## src/rtl/dmem_port_arbiter_if.sv

```systemverilog
// Shared-dmem bus: two requester ports (processor, DMA) plus the single dmem port.
// master = requesters and dmem side, slave = the arbiter.
interface dmem_port_arbiter_if #(
  parameter int unsigned ADDR_W = 12,
  parameter int unsigned DATA_W = 32
);
  logic              p_req;
  logic              d_req;
  logic              p_wren;
  logic              d_wren;
  logic [ADDR_W-1:0] p_addr;
  logic [ADDR_W-1:0] d_addr;
  logic [DATA_W-1:0] p_wdata;
  logic [DATA_W-1:0] d_wdata;
  logic              d_lock;
  logic              p_gnt;
  logic              d_gnt;
  logic              p_rvalid;
  logic              d_rvalid;
  logic [DATA_W-1:0] p_rdata;
  logic [DATA_W-1:0] d_rdata;
  logic [ADDR_W-1:0] address_dmem;
  logic [DATA_W-1:0] data;
  logic              wren;
  logic [DATA_W-1:0] q_dmem;

  modport master (
    output p_req, d_req, p_wren, d_wren, p_addr, d_addr, p_wdata, d_wdata, d_lock, q_dmem,
    input  p_gnt, d_gnt, p_rvalid, d_rvalid, p_rdata, d_rdata, address_dmem, data, wren
  );

  modport slave (
    input  p_req, d_req, p_wren, d_wren, p_addr, d_addr, p_wdata, d_wdata, d_lock, q_dmem,
    output p_gnt, d_gnt, p_rvalid, d_rvalid, p_rdata, d_rdata, address_dmem, data, wren
  );
endinterface

```

## src/rtl/dmem_port_arbiter.sv

```systemverilog
// Round-robin arbiter sharing the single-port dmem between processor and DMA,
// with a bounded DMA burst lock and tagged read-data return after RD_LAT cycles.
module dmem_port_arbiter #(
  parameter int unsigned ADDR_W    = 12,
  parameter int unsigned DATA_W    = 32,
  parameter int unsigned RD_LAT    = 1,
  parameter int unsigned MAX_BURST = 8
) (
  input logic                clock,
  input logic                reset,
  dmem_port_arbiter_if.slave bus
);

  localparam int unsigned CNT_W = 8;
  localparam logic [CNT_W-1:0] BURST_LIMIT = CNT_W'(MAX_BURST);

  typedef enum logic {ST_RR, ST_BURST} state_e;

  state_e            state_q, state_d;
  logic              p_first_q, p_first_d;
  logic [CNT_W-1:0]  burst_cnt_q, burst_cnt_d, burst_inc;
  logic [ADDR_W-1:0] addr_q, addr_d;
  logic [DATA_W-1:0] data_q, data_d;
  logic [1:0]        tag_q [RD_LAT];
  logic [1:0]        tag_push;
  logic              p_gnt_c, d_gnt_c, wren_c;
  logic              contested, locked;

  // State register; tag bit1 marks a processor read, bit0 a DMA read.
  always_ff @(posedge clock) begin
    if (!reset) begin
      state_q     <= ST_RR;
      p_first_q   <= 1'b1;
      burst_cnt_q <= '0;
      addr_q      <= '0;
      data_q      <= '0;
      for (int unsigned i = 0; i < RD_LAT; i++) tag_q[i] <= '0;
    end else begin
      state_q     <= state_d;
      p_first_q   <= p_first_d;
      burst_cnt_q <= burst_cnt_d;
      addr_q      <= addr_d;
      data_q      <= data_d;
      tag_q[0]    <= tag_push;
      for (int unsigned i = 1; i < RD_LAT; i++) tag_q[i] <= tag_q[i-1];
    end
  end

  // Arbitration, burst tracking and dmem port mux.
  always_comb begin
    state_d     = state_q;
    p_first_d   = p_first_q;
    burst_cnt_d = burst_cnt_q;
    addr_d      = addr_q;
    data_d      = data_q;
    wren_c      = 1'b0;
    tag_push    = '0;
    p_gnt_c     = 1'b0;
    d_gnt_c     = 1'b0;
    contested   = bus.p_req && bus.d_req;
    locked      = (state_q == ST_BURST) && bus.d_req && bus.d_lock;
    burst_inc   = (state_q == ST_BURST)
                ? ((burst_cnt_q == '1) ? burst_cnt_q : burst_cnt_q + CNT_W'(1))
                : CNT_W'(1);

    if (reset) begin
      if (locked)          d_gnt_c = 1'b1;
      else if (contested)  begin p_gnt_c = p_first_q; d_gnt_c = !p_first_q; end
      else if (bus.p_req)  p_gnt_c = 1'b1;
      else if (bus.d_req)  d_gnt_c = 1'b1;
    end

    if (p_gnt_c) begin
      addr_d   = bus.p_addr;
      data_d   = bus.p_wdata;
      wren_c   = bus.p_wren;
      tag_push = {!bus.p_wren, 1'b0};
    end else if (d_gnt_c) begin
      addr_d   = bus.d_addr;
      data_d   = bus.d_wdata;
      wren_c   = bus.d_wren;
      tag_push = {1'b0, !bus.d_wren};
    end

    if (contested && (p_gnt_c || d_gnt_c)) p_first_d = d_gnt_c;

    // A burst that hits the limit hands the next contested slot to the processor.
    if (d_gnt_c && bus.d_lock) begin
      if (burst_inc >= BURST_LIMIT) begin
        state_d     = ST_RR;
        burst_cnt_d = '0;
        p_first_d   = 1'b1;
      end else begin
        state_d     = ST_BURST;
        burst_cnt_d = burst_inc;
      end
    end else begin
      state_d     = ST_RR;
      burst_cnt_d = '0;
    end
  end

  assign bus.p_gnt        = p_gnt_c;
  assign bus.d_gnt        = d_gnt_c;
  assign bus.wren         = wren_c;
  assign bus.address_dmem = addr_d;
  assign bus.data         = data_d;
  assign bus.p_rvalid     = reset && tag_q[RD_LAT-1][1];
  assign bus.d_rvalid     = reset && tag_q[RD_LAT-1][0];
  assign bus.p_rdata      = bus.q_dmem;
  assign bus.d_rdata      = bus.q_dmem;

endmodule

```

## src/flat_wrapper.sv

```systemverilog
// flat-port wrapper written by rule: the top's interface ports become plain ports
module dmem_port_arbiter_flat 
#(
  parameter int unsigned ADDR_W    = 12,
  parameter int unsigned DATA_W    = 32,
  parameter int unsigned RD_LAT    = 1,
  parameter int unsigned MAX_BURST = 8
)
  (clock, reset, bus_p_req, bus_d_req, bus_p_wren, bus_d_wren, bus_p_addr, bus_d_addr, bus_p_wdata, bus_d_wdata, bus_d_lock, bus_q_dmem, bus_p_gnt, bus_d_gnt, bus_p_rvalid, bus_d_rvalid, bus_p_rdata, bus_d_rdata, bus_address_dmem, bus_data, bus_wren);
  dmem_port_arbiter_if #(.ADDR_W(ADDR_W), .DATA_W(DATA_W)) bus_i ();
  input logic clock;
  input logic reset;
  input wire logic [$bits(bus_i.p_req)-1:0] bus_p_req;
  input wire logic [$bits(bus_i.d_req)-1:0] bus_d_req;
  input wire logic [$bits(bus_i.p_wren)-1:0] bus_p_wren;
  input wire logic [$bits(bus_i.d_wren)-1:0] bus_d_wren;
  input wire logic [$bits(bus_i.p_addr)-1:0] bus_p_addr;
  input wire logic [$bits(bus_i.d_addr)-1:0] bus_d_addr;
  input wire logic [$bits(bus_i.p_wdata)-1:0] bus_p_wdata;
  input wire logic [$bits(bus_i.d_wdata)-1:0] bus_d_wdata;
  input wire logic [$bits(bus_i.d_lock)-1:0] bus_d_lock;
  input wire logic [$bits(bus_i.q_dmem)-1:0] bus_q_dmem;
  output wire logic [$bits(bus_i.p_gnt)-1:0] bus_p_gnt;
  output wire logic [$bits(bus_i.d_gnt)-1:0] bus_d_gnt;
  output wire logic [$bits(bus_i.p_rvalid)-1:0] bus_p_rvalid;
  output wire logic [$bits(bus_i.d_rvalid)-1:0] bus_d_rvalid;
  output wire logic [$bits(bus_i.p_rdata)-1:0] bus_p_rdata;
  output wire logic [$bits(bus_i.d_rdata)-1:0] bus_d_rdata;
  output wire logic [$bits(bus_i.address_dmem)-1:0] bus_address_dmem;
  output wire logic [$bits(bus_i.data)-1:0] bus_data;
  output wire logic [$bits(bus_i.wren)-1:0] bus_wren;
  assign bus_i.p_req = bus_p_req;
  assign bus_i.d_req = bus_d_req;
  assign bus_i.p_wren = bus_p_wren;
  assign bus_i.d_wren = bus_d_wren;
  assign bus_i.p_addr = bus_p_addr;
  assign bus_i.d_addr = bus_d_addr;
  assign bus_i.p_wdata = bus_p_wdata;
  assign bus_i.d_wdata = bus_d_wdata;
  assign bus_i.d_lock = bus_d_lock;
  assign bus_i.q_dmem = bus_q_dmem;
  assign bus_p_gnt = bus_i.p_gnt;
  assign bus_d_gnt = bus_i.d_gnt;
  assign bus_p_rvalid = bus_i.p_rvalid;
  assign bus_d_rvalid = bus_i.d_rvalid;
  assign bus_p_rdata = bus_i.p_rdata;
  assign bus_d_rdata = bus_i.d_rdata;
  assign bus_address_dmem = bus_i.address_dmem;
  assign bus_data = bus_i.data;
  assign bus_wren = bus_i.wren;
  dmem_port_arbiter #(.ADDR_W(ADDR_W), .DATA_W(DATA_W), .RD_LAT(RD_LAT), .MAX_BURST(MAX_BURST)) u_core (.clock(clock), .reset(reset), .bus(bus_i));
endmodule
```

## config.mk

```make
export PLATFORM = sky130hd
export DESIGN_NAME = dmem_port_arbiter_flat
export DESIGN_NICKNAME = d
export VERILOG_FILES = /design/src/rtl/dmem_port_arbiter_if.sv /design/src/rtl/dmem_port_arbiter.sv /design/src/flat_wrapper.sv
export SDC_FILE = /design/constraint.sdc
export NUM_CORES = 1
export LEC_CHECK = 0
export BUFFER_PORTS_ARGS = -buffer_cell sky130_fd_sc_hd__buf_4
export CAP_MARGIN = 20
export CORE_MARGIN = 2
export CORE_UTILIZATION = 41
export DETAILED_ROUTE_END_ITERATION = 8
export PLACE_DENSITY = 0.79
export SLEW_MARGIN = 30
export SYNTH_ARGS = -nofsm -noshare
export SYNTH_HDL_FRONTEND = slang
export SYNTH_SLANG_ARGS = --single-unit
```

## constraint.sdc

```tcl
create_clock -name clock -period 2.5 [get_ports clock]
set_clock_uncertainty 0.05 [all_clocks]
set_input_delay 0.5 -clock clock [delete_from_list [all_inputs] [get_ports clock]]
set_output_delay 0.5 -clock clock [all_outputs]
set_load 0.02 [all_outputs]
```

==> reports/qor.yml <==
status: "complete, no violations"
synthFlopType: "dfxtp_1"
synth_xor_area_share_pct: 0.2744
crit_top_cell: "buf_4"
min_from: "bus_p_wren"
hold-path-cell-count: 2
synthesis.instances: 408
r2r_cells: 6
core_area_um2: 7647
numPortBuffers: 143
synth_top_area_share_pct: 35.12
utilization_pct: 53.89
fin_crit_ns: 2.437
drive_gt1_share_pct: 39.63
synth-simple-area-share_pct: 27.83
final_max_slew_viol_count: 0
rrSetupSlack_ns: 0.59
cp.required_ns: 1.95
synth_compound_area_share_pct: 16.39
crit_path_top_delay_cell: "dfxtp_2"
slowest_delay_ns: 0.34
totalPowerFinal_mw: 2.316
drcViolationCount: 0
async_reset_ff_share_pct: 0
maxCapViolCount: 0
htree_levels: 2
p_comb_share_pct: 30.2
finalHoldViolCount: 0
antenna_found_initial: 0
start_util_pct: 41.74
ys_seq_area_share_pct: 35.12
synth_area_um2: 3192
diodes: 0
overflow: 0
route.antenna.remaining_nets: 0
grt_start_max_net_pins: 49
cts.sinks: 56
p_int_mw: 1.656
crit_arrival_ns: 1.89
whs_endpoint: "u_core.tag_q[0][1]$_SDFF_PN0_"
die_y_um: 92.23
setup.worst_path.start_class: "register"
place_congestion: 0.7958
vias_per_cell: 4.913
cp-end-kind: "output pin"
setup_ws_ns: 0.06324
powerDensity_nw_per_um2: 561.8
synth_top_family_by_area: "simple AND/OR/NAND/NOR gates"
final_common_cell: "buf_4"
drt-wirelength-per-cell_um: 14.39
clock_path_buffers: 2
first_pass_iters: 4
via_count: 2894
muxShareOfSynthArea_pct: 0.3136
cts-root-buf: "clkbuf_8"
worst_skew_pair.late_latency_ns: 0.30
cts_tree: "built"
grt_pass1_wl_mm: 12.65
finalCritPeriodShare_pct: 97.47
leakage_nw: 1.849
path_clk_slew_ns: 0.10
p_seq_share_pct: 42.3
crit_type: "register to output pin"
clock.fmax_ghz: 0.4104
setup_viol_count_final: 0
timing.rr.start: "u_core.burst_cnt_q[0]$_SDFF_PP0_"
pin_count: 240
p_clk_share_pct: 27.5
fin_nets: 614
peakVddDrop_uv: 257.7
crit_fanout: 24
area_growth_pct: 29.13
min-delay-path-class: "primary input to register"
power.net_switching_mw: 0.6593
avgSynthCellArea_um2: 7.823
die_area_um2: 8506
switching_share_pct: 28.47
synth.area.top_cells: "dfxtp_1 (35%), buf_4 (15%), nand2_1 (11%)"
grt_pass1_vias: 2682
dp_slack_ns: 0.1390
crit_start: "u_core.p_first_q$_SDFF_PN1_"
r2r-end: "u_core.burst_cnt_q[2]$_SDFF_PP0_"
ys_types: 32
yosysWarnings: 0
crit_chain: "a21boi_2 > buf_4 > o211ai_4 > buf_4 > clkbuf_16 > a31oi_1 > buf_4"
synthAdderAreaFrac_pct: 0.3920
synth-edff-count: 0
drt_iter0_markers: 83
grt.total_usage_pct: 18.45
rsz0062_at_grt: "true"
final_cell_mix: "buf_4 (148), nand2_1 (92), dfxtp_1 (55), nor2_1 (46), and2_1 (46)"
hpwl_mm: 6.251
yosys.area.top_type: "dfxtp_1"
die_w_um: 92.23
wirelength_mm: 8.477
num_rows: 32
yosys_register_bits: 56
cts_buffers: 5
metal layers:
| layer | vias up | wire [µm] | global-route usage (%) | share of wire [%] |
|---|---|---|---|---|
| met2 | 149 | 4328 | 32.29 | 51 |
| li1 | 1418 | - | - | - |
| met5 | - | 0 | 0 | 0 |
| met3 | 17 | 756 | 6.738 | 8.9 |
| met4 | 0 | 187 | 6.095 | 2.2 |
| met1 | 1310 | 3205 | 20.72 | 38 |
registers in the layout (all words and copies together) (netlist names):
signal and count:
u_core.tag_q 2, u_core.data_q 32, u_core.p_first_q 1, u_core.burst_cnt_q 8, u_core.state_q 1, u_core.addr_q 12
worst max path at each step:
stage	end	slack, ns
2_1_floorplan	bus_data[25]	0.28
3_3_place_gp	bus_data[14]	0.13
3_5_place_dp	bus_data[14]	0.14
4_1_cts	bus_data[2]	0.04
5_1_grt	bus_address_dmem[5]	-0.04
6_report	bus_data[2]	0.06
worst max-delay path, delay by kind of cell, from the launching register on:
kind / cells / cell delay [ns]
buffers and inverters: 4 / 0.70
AOI/OAI and AO/OA: 3 / 0.56
DFF: 1 / 0.34
cells in the mapped netlist, types with 2 or more instances:
| library cell | count |
|---|---|
| buf_6 | 4 |
| dfxtp_1 | 56 |
| a31oi_1 | 25 |
| nand3_1 | 2 |
| buf_2 | 8 |
| and2_1 | 46 |
| nor3_1 | 7 |
| a21o_1 | 2 |
| inv_1 | 2 |
| a311oi_1 | 2 |
| buf_4 | 64 |
| clkbuf_1 | 12 |
| a21oi_1 | 2 |
| a31oi_2 | 20 |
| nand2_1 | 92 |
| nor2_1 | 48 |
timing repair:
item	4_1_cts	5_1_grt
endpoints found under the setup margin	0	44
setup buffers	0	2
hold buffers	0	0
resized for setup	0	6
cell families after synthesis:
kind of cell	count (synthesis)
AO/OA/AOI/OAI	58
XOR/XNOR	1
adder cells (fa/ha/maj)	1
buffers and inverters	91
flip-flops	56
multiplexers	1
other	1
AND/OR/NAND/NOR	199
per-stage QoR:
stage               area [µm²]  hold slack, ns  std cells  setup TNS, ns
finish                    4121          0.2968        589              0
global route              4121          0.2789        589        -0.3339
CTS                       4034          0.2896        585              0
detailed placement        3908          0.4401        577              0
global placement          3908          0.4322        577              0
floorplan                 3207          0.4073        412              0
power groups by stage:
stage | clock network [mW] | logic (mW) | registers, mW
2_1_floorplan | 0 | 0.516 | 0.994
3_3_place_gp | 0 | 0.673 | 0.998
3_5_place_dp | 0 | 0.678 | 1.00
4_1_cts | 0.653 | 0.681 | 0.979
5_1_grt | 0.699 | 0.752 | 0.988
6_report | 0.638 | 0.698 | 0.979
area by class of cell:
type | instances | area [µm²]
well taps | 102 | 127.6
fillers | 731 | 3526
repair buffers | 155 | 1252
flip-flops and latches | 56 | 1122
clock buffers | 7 | 96.34
inverters | 3 | 13.76
clock inverters | 1 | 30.03
multi-input cells | 265 | 1479
Power figures use the tool's default switching activity.
